**config.mk**
```make
export PLATFORM = sky130hd
export DESIGN_NAME = countdown_timer
export DESIGN_NICKNAME = d
export VERILOG_FILES = /design/src/rtl/timer_pkg.sv /design/src/rtl/countdown_timer_tick_edge_detect.sv /design/src/rtl/countdown_timer.sv
export SDC_FILE = /design/constraint.sdc
export NUM_CORES = 1
export LEC_CHECK = 0
export BUFFER_PORTS_ARGS = -buffer_cell sky130_fd_sc_hd__buf_2
export CORE_MARGIN = 2
export CORE_UTILIZATION = 45
export DETAILED_ROUTE_END_ITERATION = 12
export PLACE_DENSITY = 0.7
export SETUP_SLACK_MARGIN = 0.3
export SYNTH_ARGS = -nofsm -noshare
export SYNTH_HDL_FRONTEND = slang
export SYNTH_SLANG_ARGS = --single-unit
```
**constraint.sdc**
```tcl
create_clock -name clk -period 3.9 [get_ports clk]
set_clock_uncertainty 0.2 [all_clocks]
set_input_delay 0.585 -clock clk [delete_from_list [all_inputs] [get_ports clk]]
set_output_delay 0.585 -clock clk [all_outputs]
set_load 0.01 [all_outputs]
```
**src/rtl/timer_pkg.sv**
```systemverilog
// Shared definitions for the timer blocks: state encodings and default width.
package timer_pkg;

    localparam int TIMER_WIDTH = 16;

    typedef enum logic [1:0] {
        ST_IDLE    = 2'b00,
        ST_RUN     = 2'b01,
        ST_PAUSE   = 2'b10,
        ST_EXPIRED = 2'b11
    } timer_state_e;

endpackage

```
**src/rtl/countdown_timer_tick_edge_detect.sv**
```systemverilog
// Rising-edge detector: one-cycle rise output for each low-to-high transition
// of a level input. Reused for tick and button inputs.
module tick_edge_detect (
    input  logic clk,
    input  logic rst_b,
    input  logic in,
    output logic rise
);

    logic in_d;

    // Delayed copy of the input, updated every cycle regardless of consumer state.
    always_ff @(posedge clk or negedge rst_b) begin
        if (!rst_b) begin
            in_d <= 1'b0;
        end else begin
            in_d <= in;
        end
    end

    assign rise = in & ~in_d;

endmodule

```
**src/rtl/countdown_timer.sv**
```systemverilog
// Countdown timer driven by the divider's tick pulse. Loads a preset, counts
// down one per tick rising edge while running, supports pause/resume and
// flags expiry with a done pulse and a sticky expired level.
//
// Commands (load, start, pause) are plain level inputs sampled every cycle;
// there is no handshake. Priority within a cycle is load > start > pause.
module countdown_timer
    import timer_pkg::*;
#(
    parameter int WIDTH       = TIMER_WIDTH,
    parameter int AUTO_RELOAD = 0
) (
    input  logic             clk,
    input  logic             rst_b,
    input  logic             tick,
    input  logic             load,
    input  logic             start,
    input  logic             pause,
    input  logic [WIDTH-1:0] preset,
    output logic [WIDTH-1:0] count,
    output logic             running,
    output logic             done,
    output logic             expired,
    output logic [1:0]       state_dbg
);

    localparam logic [WIDTH-1:0] ONE  = {{(WIDTH-1){1'b0}}, 1'b1};
    localparam logic [WIDTH-1:0] ZERO = '0;

    timer_state_e     state, state_nxt;
    logic [WIDTH-1:0] count_nxt;
    logic             done_nxt;
    logic             expired_nxt;
    logic             tick_edge;

    tick_edge_detect u_tick_edge (
        .clk   (clk),
        .rst_b (rst_b),
        .in    (tick),
        .rise  (tick_edge)
    );

    // State and registered outputs; running follows the next state so it is
    // high exactly while state is RUN.
    always_ff @(posedge clk or negedge rst_b) begin
        if (!rst_b) begin
            state   <= ST_IDLE;
            count   <= ZERO;
            running <= 1'b0;
            done    <= 1'b0;
            expired <= 1'b0;
        end else begin
            state   <= state_nxt;
            count   <= count_nxt;
            running <= (state_nxt == ST_RUN);
            done    <= done_nxt;
            expired <= expired_nxt;
        end
    end

    // Next-state, next-count and flag logic with load taking precedence.
    always_comb begin
        state_nxt   = state;
        count_nxt   = count;
        done_nxt    = 1'b0;
        expired_nxt = expired;

        if (load) begin
            // A tick edge in a load cycle is deliberately dropped.
            count_nxt   = preset;
            state_nxt   = ST_IDLE;
            expired_nxt = 1'b0;
        end else begin
            case (state)
                ST_IDLE: begin
                    if (start) begin
                        if (count != ZERO) begin
                            state_nxt = ST_RUN;
                        end else if (AUTO_RELOAD == 0) begin
                            done_nxt    = 1'b1;
                            state_nxt   = ST_EXPIRED;
                            expired_nxt = 1'b1;
                        end
                    end
                end
                ST_RUN: begin
                    if (pause && !start) begin
                        // Pausing discards a coincident tick edge.
                        state_nxt = ST_PAUSE;
                    end else if (tick_edge) begin
                        if (count > ONE) begin
                            count_nxt = count - ONE;
                        end else if (count == ONE) begin
                            done_nxt = 1'b1;
                            if ((AUTO_RELOAD != 0) && (preset != ZERO)) begin
                                count_nxt = preset;
                            end else begin
                                count_nxt   = ZERO;
                                state_nxt   = ST_EXPIRED;
                                expired_nxt = 1'b1;
                            end
                        end
                    end
                end
                ST_PAUSE: begin
                    // Resume cycle does not count a coincident tick edge.
                    if (start) begin
                        state_nxt = ST_RUN;
                    end
                end
                ST_EXPIRED: begin
                    count_nxt   = ZERO;
                    expired_nxt = 1'b1;
                end
                default: begin
                    state_nxt = ST_IDLE;
                end
            endcase
        end
    end

    assign state_dbg = state;

endmodule

```
==> run metrics <==
outcome finished clean; post-synth top area cell dfrtp_1; dpl hpwl 2990 um; WL/cell 15.4 um; worst reg-to-reg setup slack 0.91 ns; Routed Antenna Nets 0; delay-heaviest family, CP simple AND/OR/NAND/NOR gates; Synth area leaders dfrtp_1 (33%), ha_1 (5.3%), nand2_1 (4.1%); Worst R2R End count[6]; Hold Crit Class in -> async; CP Data Required Time 3.85 ns; met2 WL 1890 um; slowest stage cell, crit path or4_4; register area share after synthesis 33.1%; Final nets 252; GRT Total Usage 21.6%; reg2reg start count[4]; crit path time final 2.99 ns; Rows 22; vias in the first global route 1478; final WL 4160 um; Worst Max-Slew Pin Slew 0.563 ns; Vias/cell 5.86; Core Area 3610 um2; CP Class reg -> reg; Worst-path clk slew 0.08 ns; root buf cell clkbuf_8; predominant post-synthesis flop cell dfrtp_1; fillcell total 348; initial antenna violation count 0; P_leak 0.808 nW; Top Layer Used met4; TritonRoute pass-1 iters 4; DRC viols 0; TritonCTS clock tree yes; Arrival @ worst endpoint 2.94 ns; path depth of the worst reg2reg path 6; WP depth 6; H-tree levels 1; Num CTS Buffers 3; hold_buf cts 0; Avg Inst Size Synth 9.00 um2; Routed met1 length 2020 um; # IOs 43; Top cell by count, worst path or4_4; Max stage delay on crit path 0.62 ns; Critical Path Sink count[6]; number of flops mapped to enable cells by yosys 0; Die Ht 64.8 um; RSZ-0062 raised after global routing no; top cells by count, synth dfrtp_1 (22), nand2_1 (18), nor2_1 (12), inv_1 (11), o211ai_1 (8); clock latency on the worst-skew pair 0.26 ns; Initial Utilization 46.1%; CP startpoint count[4]; Post-synth ARST share 100%; ANT cells 0; Rel. slew slack 62.4%; Synth top area share 33.1%; 1st-iter DRT viols 122; Min Hold Slack 0.0695 ns; IO buf count 42; Post-CTS Setup Inserts 0; crit-path cells or4_4, or4_4, o211ai_2, buf_4, nor4_1, a221o_1; Buffers & Inverters on Critical Path 1; first-pass GRT wire length 7200 um; max-cap violations 0; register bit total from synthesis 22; Highest Clock Rate 334 MHz; final period utilization 76.7%; total power 633 uW; post-route cell area 1940 um2; Syn. warnings 0; DR WL met3 207 um; Syn Nets 214; clk buf depth 2; count leader, synth dfrtp_1; clock net sink count 22; Setup violations, final 0; Setup crit start kind flop; post-synthesis cell type count 52; largest net degree at the start of global routing 25; Vias 1583; Die W 64.8 um; GP Congestion 0.868; Pins Over Slew Limit 0; layout cell share with drive strength beyond 1 30.2%; Post-DP Area 1880 um2; post-CTS sizing 0; Post-Synthesis Cell Area 1660 um2; total gr overflow 0; Cells after Synth 185; area growth from synthesis to layout 16.3%; Critical Path Sink Type flop; die area 4200 um2; pwr/cell area 327 nW/um2; Peak VDD IR 0.116 mV; CP max FO 11; Final Hold Violating Endpoints 0; Fin Setup TNS 0 ns
## worst reg2reg max path, cell delays in order, from the launching register on
cell	delay [ns]
dfrtp_1	0.47
or4_4	0.62
or4_4	0.53
o211ai_2	0.46
buf_4	0.27
nor4_1	0.08
a221o_1	0.25
## power breakdown
part / total (mW) / internal, mW / switching [mW] / leakage [nW]
Sequential: 0.281 / 0.251 / 0.0300 / 0.269
Combinational: 0.186 / 0.0776 / 0.109 / 0.510
Clock: 0.166 / 0.0900 / 0.0757 / 0.0288
## routing by layer
| metal | track usage (%) | vias up |
|---|---|---|
| li1 | - | 776 |
| met1 | 31.4 | 754 |
| met2 | 33.9 | 48 |
| met3 | 2.78 | 5 |
| met4 | 5.59 | 0 |
| met5 | 0 | - |
## how the worst min path moves through the flow
stage,from,to,slack (ns)
floorplan,rst_b,count[0],0.09
global placement,expired,expired,0.28
detailed placement,expired,expired,0.29
CTS,rst_b,u_tick_edge.in_d,0.1
global route,rst_b,running,0.12
finish,rst_b,running,0.07
## layout make-up
| type | count | area (um2) | area share [%] |
|---|---|---|---|
| inverters | 11 | 41.3 | 2.13 |
| well taps | 48 | 60.1 | 3.10 |
| clock buffers | 4 | 55.1 | 2.84 |
| multi-input cells | 140 | 996 | 51.5 |
| repair buffers | 45 | 233 | 12.0 |
| flip-flops and latches | 22 | 551 | 28.4 |
## flip-flops by register name, indices dropped and copies added (netlist names)
| signal | count |
|---|---|
| count | 16 |
| done | 1 |
| expired | 1 |
| running | 1 |
| state_dbg | 2 |
| u_tick_edge.in_d | 1 |
## logic make-up after synthesis
| kind of cell | synth area share (%) |
|---|---|
| mux | 0.602 |
| simple gates | 24.7 |
| fa+ha+maj | 5.26 |
| compound gates | 29.3 |
| flops | 33.1 |
| buf+inv | 7.07 |
## layout by cell type (no fill, tap or decap), types with 6 or more instances in the layout
cell,netlist,routed
buf_2,4,42
dfrtp_1,22,22
nand2_1,18,18
nor2_1,12,12
inv_1,11,11
o211ai_1,8,8
ha_1,7,7
a21oi_1,6,6
a211oi_1,6,6
## through the flow
stage,worst slack (ns),utilization (%),instances
6_report,0.910,53.7,270
5_1_grt,0.822,53.7,270
4_1_cts,0.927,53.7,270
3_5_place_dp,0.947,52.2,266
3_3_place_gp,0.986,52.2,266
2_1_floorplan,1.31,-,185
(Power assumes the default switching activity.)
